--- src/rtl/key_debounce_if.sv ---
// Key debounce port bundle: raw key level in, debounced level and status out.
// No latency of its own; pure wiring between driver and debouncer.
// No backpressure: all signals are levels sampled every sys_clk.
//
// Signals:
//   key_in      raw asynchronous key level (driven by master)
//   key_out     debounced level (driven by slave)
//   key_stable  1 while no filtering is in progress (driven by slave)
//   glitch_cnt  rejected-bounce counter, present only with KEY_DEBOUNCE_GLITCH_CNT_EN
interface key_debounce_if;
    logic       key_in;
    logic       key_out;
    logic       key_stable;
`ifdef KEY_DEBOUNCE_GLITCH_CNT_EN
    logic [7:0] glitch_cnt;

    modport master (output key_in, input key_out, input key_stable, input glitch_cnt);
    modport slave  (input key_in, output key_out, output key_stable, output glitch_cnt);
`else
    modport master (output key_in, input key_out, input key_stable);
    modport slave  (input key_in, output key_out, output key_stable);
`endif
endinterface

--- src/rtl/key_debounce.sv ---
// Debounces a raw mechanical key into a clean sys_clk-domain level.
// Latency: key_out follows a steady key_in change after SYNC_STAGES+DEBOUNCE_CNT-1 edges.
// No backpressure: level in, level out, evaluated every cycle.
//
// Ports:
//   sys_clk  system clock
//   sys_rst  asynchronous active-high reset
//   kb       key_debounce_if.slave (key_in in; key_out, key_stable out)
// Optional: define KEY_DEBOUNCE_GLITCH_CNT_EN to add kb.glitch_cnt, a saturating
// 8-bit count of rejected bounces.
module key_debounce #(
    parameter int       SYNC_STAGES  = 2,
    parameter int       CNT_WIDTH    = 20,
    parameter int       DEBOUNCE_CNT = 1000000,
    parameter logic     IDLE_LEVEL   = 1'b1
) (
    input  logic         sys_clk,
    input  logic         sys_rst,
    key_debounce_if.slave kb
);

    localparam logic [CNT_WIDTH-1:0] CNT_LAST = CNT_WIDTH'(DEBOUNCE_CNT - 1);

    typedef enum logic [1:0] {
        STABLE_IDLE   = 2'd0,
        FILT_ACTIVE   = 2'd1,
        STABLE_ACTIVE = 2'd2,
        FILT_IDLE     = 2'd3
    } state_t;

    // ---------------- synchroniser ----------------
    // key_in goes straight into the first flop; nothing combinational in front.
    logic [SYNC_STAGES-1:0] sync_q, sync_d;
    logic                   key_sync;

    always_comb begin
        sync_d = {sync_q[SYNC_STAGES-2:0], kb.key_in};
    end

    always_ff @(posedge sys_clk or posedge sys_rst) begin
        if (sys_rst) sync_q <= {SYNC_STAGES{IDLE_LEVEL}};
        else         sync_q <= sync_d;
    end

    assign key_sync = sync_q[SYNC_STAGES-1];

    // ---------------- filter FSM ----------------
    state_t                 state_q, state_d;
    logic [CNT_WIDTH-1:0]   cnt_q, cnt_d;
    logic                   key_out_q, key_out_d;
    logic                   key_stable_q, key_stable_d;
    logic                   reject;

    // State register (with the counter and registered outputs)
    always_ff @(posedge sys_clk or posedge sys_rst) begin
        if (sys_rst) begin
            state_q      <= STABLE_IDLE;
            cnt_q        <= '0;
            key_out_q    <= IDLE_LEVEL;
            key_stable_q <= 1'b1;
        end else begin
            state_q      <= state_d;
            cnt_q        <= cnt_d;
            key_out_q    <= key_out_d;
            key_stable_q <= key_stable_d;
        end
    end

    // Next-state and counter
    always_comb begin
        state_d = state_q;
        cnt_d   = cnt_q;
        reject  = 1'b0;
        case (state_q)
            STABLE_IDLE, STABLE_ACTIVE: begin
                cnt_d = '0;
                if (key_sync != key_out_q) begin
                    if (DEBOUNCE_CNT == 1) begin
                        // A single sample is enough: accept without filtering.
                        state_d = (state_q == STABLE_IDLE) ? STABLE_ACTIVE : STABLE_IDLE;
                    end else begin
                        // This mismatching sample is the first of the run.
                        state_d = (state_q == STABLE_IDLE) ? FILT_ACTIVE : FILT_IDLE;
                        cnt_d   = CNT_WIDTH'(1);
                    end
                end
            end
            FILT_ACTIVE, FILT_IDLE: begin
                if (key_sync == key_out_q) begin
                    // Bounced back before the run completed.
                    state_d = (state_q == FILT_ACTIVE) ? STABLE_IDLE : STABLE_ACTIVE;
                    cnt_d   = '0;
                    reject  = 1'b1;
                end else if (cnt_q == CNT_LAST) begin
                    state_d = (state_q == FILT_ACTIVE) ? STABLE_ACTIVE : STABLE_IDLE;
                    cnt_d   = '0;
                end else begin
                    cnt_d = cnt_q + 1'b1;
                end
            end
            default: begin
                state_d = STABLE_IDLE;
                cnt_d   = '0;
            end
        endcase
    end

    // Registered outputs derived from the next state, so they switch on the
    // same edge as the state itself.
    always_comb begin
        key_out_d    = IDLE_LEVEL;
        key_stable_d = 1'b1;
        if (state_d == STABLE_ACTIVE || state_d == FILT_IDLE) key_out_d = ~IDLE_LEVEL;
        if (state_d == FILT_ACTIVE || state_d == FILT_IDLE)   key_stable_d = 1'b0;
    end

    assign kb.key_out    = key_out_q;
    assign kb.key_stable = key_stable_q;

`ifdef KEY_DEBOUNCE_GLITCH_CNT_EN
    // ---------------- rejected-bounce counter ----------------
    logic [7:0] glitch_cnt_q, glitch_cnt_d;

    always_comb begin
        glitch_cnt_d = glitch_cnt_q;
        if (reject && glitch_cnt_q != 8'hFF) glitch_cnt_d = glitch_cnt_q + 8'd1;
    end

    always_ff @(posedge sys_clk or posedge sys_rst) begin
        if (sys_rst) glitch_cnt_q <= 8'd0;
        else         glitch_cnt_q <= glitch_cnt_d;
    end

    assign kb.glitch_cnt = glitch_cnt_q;
`else
    logic unused_reject;
    assign unused_reject = reject;
`endif

endmodule

--- src/flat_wrapper.sv ---
// flat-port wrapper written by rule: the top's interface ports become plain ports
module key_debounce_flat 
#(
    parameter int       SYNC_STAGES  = 2,
    parameter int       CNT_WIDTH    = 20,
    parameter int       DEBOUNCE_CNT = 1000000,
    parameter logic     IDLE_LEVEL   = 1'b1
)
  (sys_clk, sys_rst, kb_key_in, kb_key_out, kb_key_stable);
  key_debounce_if kb_i ();
  input  logic sys_clk;
  input  logic sys_rst;
  input wire logic [$bits(kb_i.key_in)-1:0] kb_key_in;
  output wire logic [$bits(kb_i.key_out)-1:0] kb_key_out;
  output wire logic [$bits(kb_i.key_stable)-1:0] kb_key_stable;
  assign kb_i.key_in = kb_key_in;
  assign kb_key_out = kb_i.key_out;
  assign kb_key_stable = kb_i.key_stable;
  key_debounce #(.SYNC_STAGES(SYNC_STAGES), .CNT_WIDTH(CNT_WIDTH), .DEBOUNCE_CNT(DEBOUNCE_CNT), .IDLE_LEVEL(IDLE_LEVEL)) u_core (.sys_clk(sys_clk), .sys_rst(sys_rst), .kb(kb_i));
endmodule
--- config.mk ---
export PLATFORM = sky130hd
export DESIGN_NAME = key_debounce_flat
export DESIGN_NICKNAME = d
export VERILOG_FILES = /design/src/rtl/key_debounce_if.sv /design/src/rtl/key_debounce.sv /design/src/flat_wrapper.sv
export SDC_FILE = /design/constraint.sdc
export NUM_CORES = 1
export LEC_CHECK = 0
export ABC_AREA = 1
export BUFFER_PORTS_ARGS = -buffer_cell sky130_fd_sc_hd__buf_2
export CAP_MARGIN = 40
export CORE_MARGIN = 2
export CORE_UTILIZATION = 38
export DETAILED_ROUTE_END_ITERATION = 12
export GPL_ROUTABILITY_DRIVEN = 1
export HOLD_SLACK_MARGIN = 0.1
export SYNTH_ARGS = -nofsm -noshare
export SYNTH_HDL_FRONTEND = slang
export SYNTH_SLANG_ARGS = --single-unit
--- constraint.sdc ---
create_clock -name sys_clk -period 1.45 [get_ports sys_clk]
set_input_delay 0.29 -clock sys_clk [delete_from_list [all_inputs] [get_ports sys_clk]]
set_output_delay 0.29 -clock sys_clk [all_outputs]
set_load 0.02 [all_outputs]
==> qor.yml <==
outcome: "finished, final reports clean"
maxSlewHeadroom_pct: 77.8
grt_util_met3_pct: 2.05
cts.sinks: 26
ys_top_cells_by_count: "50 x nand2_1, 36 x nor2_1, 22 x dfrtp_1"
fin_crit_sh_pct: 96.6
cts_tree: "built"
dr.first_iter.drc_count: 48
clk_path_buf_depth: 2
die_area_um2: 4260
power_density_nw_per_um2: 720
path_class: "reg2reg"
drive_gt1_share_pct: 29.2
nets: 224
finClkSkew_ps: 2.30
arrival_ps: 1610
cp-end-kind: "flop"
die_width_um: 65.2
gp_congestion: 0.904
diodes: 0
busiest_layer: "met2"
root_buffer: "clkbuf_8"
h-tree-depth: 1
setup_violations: 0
ant_nets: 0
antenna_found_initial: 0
cts_made_buffers: 3
grt.total_usage_pct: 14.7
first_global_vias: 1127
io_pins: 5
synthesis.nets: 189
yosysTopAreaCellShare_pct: 38.6
synth_mux_area_share_pct: 0
viasPerCell: 4.58
worst_r2r_path_depth: 9
r2r-start: "u_core.cnt_q[0]$_DFF_PP0_"
synth-adder-area-share_pct: 0.878
p_clk_share_pct: 36.4
min_from: "u_core.sync_q[0]$_DFF_PP1_"
rsz0062_at_grt: "yes"
tns_ps: 0
finalHoldViolCount: 0
min_period_ps: 1400
min_path_cells: 0
seq_area_frac_synth_pct: 46.0
portBuffers: 4
tightest_slew_ps: 332
synthArstFlopShare_pct: 100
ir_drop_mv: 0.413
min_to: "u_core.sync_q[1]$_DFF_PP1_"
floorplan.rows: 22
cp-start-kind: "flop"
power.leakage_nw: 0.780
synth_cell_types: 22
grt_overflow: 0
routed_wl_um: 2800
drv_slew: 0
drt-pass1-iter-count: 4
vias: 1224
clock.fmax_ghz: 0.714
reg2reg_to: "u_core.cnt_q[11]$_DFF_PP0_"
drcViolationCount: 0
comb_power_share_pct: 6.6
place_hpwl_um: 2120
drt-wirelength-per-cell_um: 10.5
switchingPower_w: 0.000287
synth_top_area_cell: "dfrtp_1"
dieHeight_um: 65.2
synth_edf_count: 0
start_util_pct: 39.2
finish.utilization_pct: 49.9
synth_top_family_by_area: "simple AND/OR/NAND/NOR gates"
grt_max_degree: 27
synth_seq_cells: 26
grt_pass1_wl_um: 4860
synth-xor-area-share_pct: 7.29
p_sw_share_pct: 22.0
yosys_warnings: 0
reg2reg_slack_ps: 50
seqPwrFrac_pct: 57.0
synth.most_common_cell: "nand2_1"
core-area_um2: 3630
cap_violations: 0
fillers: 362
power_w: 0.00130
internal-power_w: 0.00102
grt_util_met1_pct: 19.3
synth_cells: 185
clk_latency_ps: 270
synth_compound_area_share_pct: 1.76
synth.avg_cell_area_um2: 7.70
synth-simple-area-share_pct: 37.0
met2_usage_pct: 24.7
syn2layout_area_growth_pct: 27.2
synth_top_cells_by_area: "dfrtp_1 39%, nand2_1 13%, nor2_1 9.5%"
netlist_area_um2: 1430
required_ps: 1660
ys.flop_type: "dfrtp_1"
worst-path-max-fanout: 3
hp-class: "reg2reg"
path_clk_slew_ps: 90
layer usage:
metal	part of all wire, %	wire length, µm	up-vias
met5	0	0	-
met2	48	1350	18
met1	48	1350	569
met3	2.1	59	5
li1	-	-	632
met4	1.6	45	0
flip-flops by register name (all words and copies together), names as in the netlist:
register              count
u_core.cnt_q             20
u_core.state_q            2
u_core.sync_q             2
u_core.kb.key_out         1
u_core.kb.key_stable      1
through the flow:
stage	instance area (µm²)	worst slack, ps	std cells	hold WS, ps
2_1_floorplan	1440	18.4	185	294
3_3_place_gp	1660	3.61	255	350
3_5_place_dp	1660	-50.3	255	351
4_1_cts	1760	22.4	263	364
5_1_grt	1810	-54.8	267	365
6_report	1810	50.0	267	362
power by group through the flow:
| stage | clock [W] | sequential (W) | combinational, W |
|---|---|---|---|
| floorplan | 0 | 0.000759 | 0.0000467 |
| global placement | 0 | 0.000758 | 0.0000772 |
| detailed placement | 0 | 0.000758 | 0.0000782 |
| CTS | 0.000486 | 0.000744 | 0.0000857 |
| global route | 0.000512 | 0.000746 | 0.0000955 |
| finish | 0.000475 | 0.000744 | 0.0000862 |
cell type report:
| type | count | area, µm² | area share (%) |
|---|---|---|---|
| Timing Repair Buffer | 32 | 251 | 13.9 |
| Sequential cell | 26 | 656 | 36.2 |
| Multi-Input combinational cell | 134 | 704 | 38.9 |
| Clock buffer | 4 | 55.1 | 3.04 |
| Tap cell | 48 | 60.1 | 3.31 |
| Inverter | 23 | 86.3 | 4.76 |
worst max-delay path, stage by stage, from the launching register on:
cell and delay, ps:
dfrtp_1 410, ha_1 230, nand3_2 90, inv_2 50, nand2_1 100, nor2_4 60, nor2_4 120, inv_2 70
buf_4 150, nor2_2 70
how the worst max path moves through the flow:
stage	start	endpoint	slack [ps]	depth (start not counted)
floorplan	u_core.kb.key_out$_DFF_PP1_	u_core.cnt_q[11]$_DFF_PP0_	20	6
global placement	u_core.cnt_q[1]$_DFF_PP0_	u_core.cnt_q[11]$_DFF_PP0_	4	9
detailed placement	u_core.cnt_q[0]$_DFF_PP0_	u_core.cnt_q[11]$_DFF_PP0_	-50	9
CTS	u_core.cnt_q[0]$_DFF_PP0_	u_core.cnt_q[18]$_DFF_PP0_	20	9
global route	u_core.cnt_q[0]$_DFF_PP0_	u_core.cnt_q[19]$_DFF_PP0_	-50	8
finish	u_core.cnt_q[0]$_DFF_PP0_	u_core.cnt_q[11]$_DFF_PP0_	50	9
kinds of logic after synthesis:
| logic type | Yosys count |
|---|---|
| buffers and inverters | 25 |
| adder cells (fa/ha/maj) | 1 |
| XOR/XNOR | 11 |
| AO/OA/AOI/OAI | 4 |
| AND/OR/NAND/NOR | 118 |
| flip-flops | 26 |
repair_timing:
action / in CTS / in global routing
gates cloned: 0 / 0
setup buffers: 2 / 4
endpoints found under the hold margin: 23 / 0
pin swaps: 1 / 1
hold buffers: 2 / 0
endpoints found under the setup margin: 11 / 21
gates resized for setup: 1 / 9
cells in the final DEF (no fill, tap or decap), drive strengths merged:
master,instances
ha,1
nand3,12
xor2,10
nor2,48
nand4,4
nand3b,1
inv,23
xnor2,1
clkbuf,4
buf,30
dfrtp,22
o21bai,2
dlygate4sd3,2
a21oi,2
nand2,51
nor3,2
dfstp,4
Note: power is estimated with default switching activity, not from simulation.
